**src/rtl/mem_port_arbiter_pkg.sv**
```systemverilog
`default_nettype none
// ============================================================================
// Module : mem_port_arbiter_pkg
// Brief  : Shared memory-bus encodings (M_X* function codes, MT_* mask
//          types) and the arbiter state/owner enumerations.
// Rev    : 1.0  initial release
// ============================================================================
package mem_port_arbiter_pkg;

  // Memory function codes
  localparam logic M_XRD = 1'b0;
  localparam logic M_XWR = 1'b1;

  // Memory mask types
  localparam logic [2:0] MT_X  = 3'd0;
  localparam logic [2:0] MT_B  = 3'd1;
  localparam logic [2:0] MT_H  = 3'd2;
  localparam logic [2:0] MT_W  = 3'd3;
  localparam logic [2:0] MT_BU = 3'd4;
  localparam logic [2:0] MT_HU = 3'd5;
  localparam logic [2:0] MT_WU = 3'd6;

  typedef enum logic [1:0] {
    ARB_IDLE  = 2'd0,
    ARB_ISSUE = 2'd1,
    ARB_WAIT  = 2'd2,
    ARB_RESP  = 2'd3
  } ArbState;

  typedef enum logic {
    OWN_I = 1'b0,
    OWN_D = 1'b1
  } ArbOwner;

endpackage
`default_nettype wire

```
**src/rtl/mem_port_arbiter.sv**
```systemverilog
`default_nettype none
// ============================================================================
// Module : mem_port_arbiter
// Brief  : Shares one memory port between the instruction-fetch (I) and the
//          data (D) requester. One transaction outstanding at a time; the
//          response goes back to the requester that owns it. D has priority,
//          but after STARVE_LIMIT consecutive D grants with I waiting, I is
//          granted.
// Ports  : clk, reset            clock, synchronous active-high reset
//          i_req_* / i_res_*     fetch request (held until response) / strobe
//          d_req_* / d_res_*     data request (held until response) / strobe
//          mem_req_*             latched request towards memory (valid/ready)
//          mem_resp_*            memory response strobe and data
//          busy                  arbiter not idle
// Rev    : 1.0  initial release
// ============================================================================
module mem_port_arbiter
  import mem_port_arbiter_pkg::*;
#(
  parameter int ADDR_W       = 32,
  parameter int DATA_W       = 32,
  parameter int STARVE_LIMIT = 4
) (
  input  logic              clk,
  input  logic              reset,
  input  logic              i_req_valid,
  input  logic [ADDR_W-1:0] i_req_addr,
  output logic              i_res_valid,
  output logic [DATA_W-1:0] i_res_data,
  input  logic              d_req_valid,
  input  logic [ADDR_W-1:0] d_req_addr,
  input  logic [DATA_W-1:0] d_req_data,
  input  logic              d_req_fcn,
  input  logic [2:0]        d_req_typ,
  output logic              d_res_valid,
  output logic [DATA_W-1:0] d_res_data,
  output logic              mem_req_valid,
  input  logic              mem_req_ready,
  output logic [ADDR_W-1:0] mem_req_addr,
  output logic [DATA_W-1:0] mem_req_data,
  output logic              mem_req_fcn,
  output logic [2:0]        mem_req_typ,
  input  logic              mem_resp_valid,
  input  logic [DATA_W-1:0] mem_resp_data,
  output logic              busy
);

  localparam int CNT_W = $clog2(STARVE_LIMIT + 1);
  localparam logic [CNT_W-1:0] c_starve_limit = CNT_W'(STARVE_LIMIT);

  ArbState           r_state,      w_state_nxt;
  ArbOwner           r_owner,      w_owner_nxt;
  logic [CNT_W-1:0]  r_starve_cnt, w_starve_cnt_nxt;
  logic [ADDR_W-1:0] r_addr,       w_addr_nxt;
  logic [DATA_W-1:0] r_data,       w_data_nxt;
  logic              r_fcn,        w_fcn_nxt;
  logic [2:0]        r_typ,        w_typ_nxt;
  logic [DATA_W-1:0] r_rdata,      w_rdata_nxt;

  logic w_any_req;
  logic w_pick_i;

  // Winner select: D by default, I when it is alone or has been starved long enough.
  always_comb begin
    w_any_req = i_req_valid | d_req_valid;
    w_pick_i  = 1'b0;
    if (i_req_valid && !d_req_valid) begin
      w_pick_i = 1'b1;
    end else if (i_req_valid && d_req_valid && (r_starve_cnt == c_starve_limit)) begin
      w_pick_i = 1'b1;
    end
  end

  always_ff @(posedge clk) begin
    if (reset) begin
      r_state      <= ARB_IDLE;
      r_owner      <= OWN_I;
      r_starve_cnt <= '0;
      r_addr       <= '0;
      r_data       <= '0;
      r_fcn        <= 1'b0;
      r_typ        <= '0;
      r_rdata      <= '0;
    end else begin
      r_state      <= w_state_nxt;
      r_owner      <= w_owner_nxt;
      r_starve_cnt <= w_starve_cnt_nxt;
      r_addr       <= w_addr_nxt;
      r_data       <= w_data_nxt;
      r_fcn        <= w_fcn_nxt;
      r_typ        <= w_typ_nxt;
      r_rdata      <= w_rdata_nxt;
    end
  end

  always_comb begin
    w_state_nxt      = r_state;
    w_owner_nxt      = r_owner;
    w_starve_cnt_nxt = r_starve_cnt;
    w_addr_nxt       = r_addr;
    w_data_nxt       = r_data;
    w_fcn_nxt        = r_fcn;
    w_typ_nxt        = r_typ;
    w_rdata_nxt      = r_rdata;
    mem_req_valid    = 1'b0;
    i_res_valid      = 1'b0;
    d_res_valid      = 1'b0;
    busy             = (r_state != ARB_IDLE);

    case (r_state)
      ARB_IDLE: begin
        if (w_any_req) begin
          w_state_nxt = ARB_ISSUE;
          if (w_pick_i) begin
            w_owner_nxt      = OWN_I;
            w_addr_nxt       = i_req_addr;
            w_data_nxt       = '0;
            w_fcn_nxt        = M_XRD;
            w_typ_nxt        = MT_WU;
            w_starve_cnt_nxt = '0;
          end else begin
            w_owner_nxt = OWN_D;
            w_addr_nxt  = d_req_addr;
            w_data_nxt  = d_req_data;
            w_fcn_nxt   = d_req_fcn;
            w_typ_nxt   = d_req_typ;
            // Only a D grant over a waiting I counts towards starvation.
            if (!i_req_valid) begin
              w_starve_cnt_nxt = '0;
            end else if (r_starve_cnt != c_starve_limit) begin
              w_starve_cnt_nxt = r_starve_cnt + CNT_W'(1);
            end
          end
        end
      end
      ARB_ISSUE: begin
        mem_req_valid = 1'b1;
        if (mem_req_ready) begin
          w_state_nxt = ARB_WAIT;
        end
      end
      ARB_WAIT: begin
        // Responses are only accepted here; strobes in any other state are stray.
        if (mem_resp_valid) begin
          w_rdata_nxt = mem_resp_data;
          w_state_nxt = ARB_RESP;
        end
      end
      ARB_RESP: begin
        i_res_valid = (r_owner == OWN_I);
        d_res_valid = (r_owner == OWN_D);
        w_state_nxt = ARB_IDLE;
      end
      default: begin
        w_state_nxt = ARB_IDLE;
      end
    endcase
  end

  assign mem_req_addr = r_addr;
  assign mem_req_data = r_data;
  assign mem_req_fcn  = r_fcn;
  assign mem_req_typ  = r_typ;
  assign i_res_data   = r_rdata;
  assign d_res_data   = r_rdata;

endmodule
`default_nettype wire

```
**config.mk**
```make
export PLATFORM = sky130hd
export DESIGN_NAME = mem_port_arbiter
export DESIGN_NICKNAME = d
export VERILOG_FILES = /design/src/rtl/mem_port_arbiter_pkg.sv /design/src/rtl/mem_port_arbiter.sv
export SDC_FILE = /design/constraint.sdc
export NUM_CORES = 1
export LEC_CHECK = 0
export ABC_CLOCK_PERIOD_IN_PS = 1300
export CORE_AREA = 2 2 120 122
export CTS_BUF_LIST = sky130_fd_sc_hd__clkbuf_4
export CTS_CLUSTER_DIAMETER = 80
export DETAILED_ROUTE_END_ITERATION = 6
export DIE_AREA = 0 0 122 124
export PLACE_DENSITY_LB_ADDON = 0.1
export SLEW_MARGIN = 20
export SYNTH_ARGS = -nofsm -noshare
export SYNTH_HDL_FRONTEND = slang
export SYNTH_SLANG_ARGS = --single-unit
export TNS_END_PERCENT = 10
```
**constraint.sdc**
```tcl
create_clock -name clk -period 1.3 [get_ports clk]
set_input_delay 0.325 -clock clk [delete_from_list [all_inputs] [get_ports clk]]
set_output_delay 0.325 -clock clk [all_outputs]
set_load 0.01 [all_outputs]
```
==> results.json <==
{
  "final_cell_mix": "buf_6 (145), clkdlybuf4s50_1 (136), nand2_1 (97)",
  "cts-root-buf": "clkbuf_4",
  "hp-class": "in2reg",
  "drive_above_1_share": 0.4808,
  "antenna-diode-count": 0,
  "fin_nets": 974,
  "power_mw": 15.28,
  "grt_antenna_before_repair": 0,
  "io_buffers": 273,
  "crit_cells": 4,
  "htreeDepth": 3,
  "fillers": 1158,
  "cts_buffers": 9,
  "area_growth_pct": 87.10,
  "outcome": "complete, but fails checks",
  "synth_edf_count": 0,
  "crit_required_ns": 0.98,
  "io_pins": 274,
  "slew_headroom": 0.7174,
  "setup_viol": 117,
  "num_rows": 43,
  "drv_slew": 0,
  "maxCapViolations": 0,
  "tritoncts": "yes",
  "max-vdd-ir-drop_uv": 880.4,
  "hpwl_mm": 11.19,
  "crit_family": "flip-flops",
  "syn_avg_cell_area_um2": 8.286,
  "grt_start_max_net_pins": 48,
  "fin_skew_ns": 0.01629,
  "grt_pass1_vias": 4930,
  "crit_path_max_fanout": 3,
  "placed_cells": 966,
  "final_common_cell": "buf_6",
  "route.detailed.drc": 0,
  "grt.total_usage": 0.2094,
  "startpoint_type": "register",
  "synth-seq-area-share": 0.4493,
  "ys_warn_count": 0,
  "fin_crit_sh": 1.278,
  "rr_worst_depth": 9,
  "instances_no_fill": 1014,
  "vias_per_cell": 5.097,
  "cts_buffer_depth": 2,
  "ys.flop_type": "dfxtp_1",
  "synthCells": 570,
  "ys_ff_latch": 106,
  "num_vias": 5168,
  "cp_num_buf_inv": 2,
  "rsz0062_at_grt": "yes",
  "multi_input_area_um2": 2406,
  "netlist_top_cells_area": "dfxtp_1 (45%), a21oi_1 (11%), nand2_1 (8.2%)",
  "end_kind": "output port",
  "violations": "negative setup slack",
  "ant_nets": 0,
  "overflow": 0,
  "timing.final.hold_violations": 0,
  "wl_mm": 18.21,
  "die_y_um": 124,
  "clk_latency_ns": 0.47,
  "cts.clk_slew.worst_paths_ns": 0.16,
  "max_clock_freq_mhz": 601.7,
  "start_util": 0.3443,
  "dpl_cell_area_um2": 7590,
  "critPathSlowestCell": "dfxtp_2",
  "timing_worst_slew_pin_value_ns": 0.4224,
  "drtIter0Drc": 214,
  "wire_per_inst_um": 17.96,
  "arrival_ns": 1.34,
  "p_leak_nw": 3.410,
  "core-area_um2": 13720,
  "synthArstFlopShare": 0,
  "min_path_cells": 3,
  "finalWorstSetupSlack_ns": -0.3620,
  "hold_slack_ns": 0.3168,
  "die_width_um": 122,
  "place_congestion": 0.7615,
  "post-place-ws_ns": -0.5371,
  "finalInstanceArea_um2": 8837,
  "path_class": "reg2out",
  "dieArea_um2": 15130,
  "numClockSinks": 106,
  "grt_pass1_wl_mm": 24.94,
  "synth_area_um2": 4723,
  "crit_chain": "buf_6, ha_4, and2_4, buf_6",
  "power.density_nw_per_um2": 1729,
  "synth_nets": 715,
  "ys_types": 35,
  "yosysTopAreaCellShare": 0.4493,
  "min_period_ns": 1.662,
  "crit_top_cell": "buf_6",
  "regArea_um2": 2277,
  "tns_ns": -21.92,
  "yosysTopAreaCell": "dfxtp_1",
  "crit_path_max_incr_delay_ns": 0.36,
  "firstDrtPassIters": 4,
  "final_util": 0.6441
}
## cell type report
type / instances / area share
Tap cell: 180 / 0.02548
Clock buffer: 10 / 0.008495
Clock inverter: 6 / 0.006513
Multi-Input combinational cell: 372 / 0.2723
Inverter: 7 / 0.003256
Timing Repair Buffer: 333 / 0.4263
Sequential cell: 106 / 0.2577
## cell usage after synthesis, drive strengths merged (2+ instances only)
library cell / instances
a21oi: 103
ha: 7
clkbuf: 24
a311oi: 2
nand2: 103
o21ai: 67
dfxtp: 106
and2: 2
buf: 62
inv: 7
nor2: 5
a31oi: 33
o211ai: 35
## report_power, final
group	leakage, nW	internal, mW	switching (mW)
sequential	0.913	4.22	0.673
clock	0.0776	0.598	1.10
combinational	2.42	4.89	3.80
## path summary, 6_finish.rpt
path,from,endpoint,slack [ns]
worst max register to register,r_state[0],r_starve_cnt[1],-0.29
worst min register to register,mem_req_data[3],mem_req_data[3],0.47
worst max-delay path,r_state[0],d_res_valid,-0.36
worst min-delay path,reset,r_starve_cnt[2],0.32
## tightest hold or removal path, stage by stage
cell,delay (ns)
buf_2,0.13
buf_12,0.26
a21oi_2,0.04
## timing repair
action,4_1_cts,5_1_grt
pin swaps,5,28
hold endpoints to repair,0,0
setup endpoints to repair,242,241
hold buffers,0,0
gates cloned,0,14
buffers inserted,10,8
gates resized for setup,797,112
## layer usage
metal / routed length, um / up-vias / part of all wire / global-route usage
met5: 0 / - / 0 / 0
met4: 322 / 0 / 0.018 / 0.08118
met3: 1270 / 24 / 0.070 / 0.05220
met2: 9303 / 207 / 0.51 / 0.3792
met1: 7317 / 2447 / 0.40 / 0.2364
li1: - / 2490 / - / -
## registers in the layout, indices dropped and copies added, names as in the netlist
register / cells
mem_req_addr: 32
r_state: 2
mem_req_data: 32
mem_req_fcn: 1
r_owner: 1
mem_req_typ: 3
d_res_data: 32
r_starve_cnt: 3
## kinds of logic after synthesis
family	share of synthesized area
AOI/OAI and AO/OA	0.3166
and+or+nand+nor	0.1017
DFF	0.4493
buffers and inverters	0.1139
adders and majority gates	0.01854
Power figures use the tool's default switching activity.
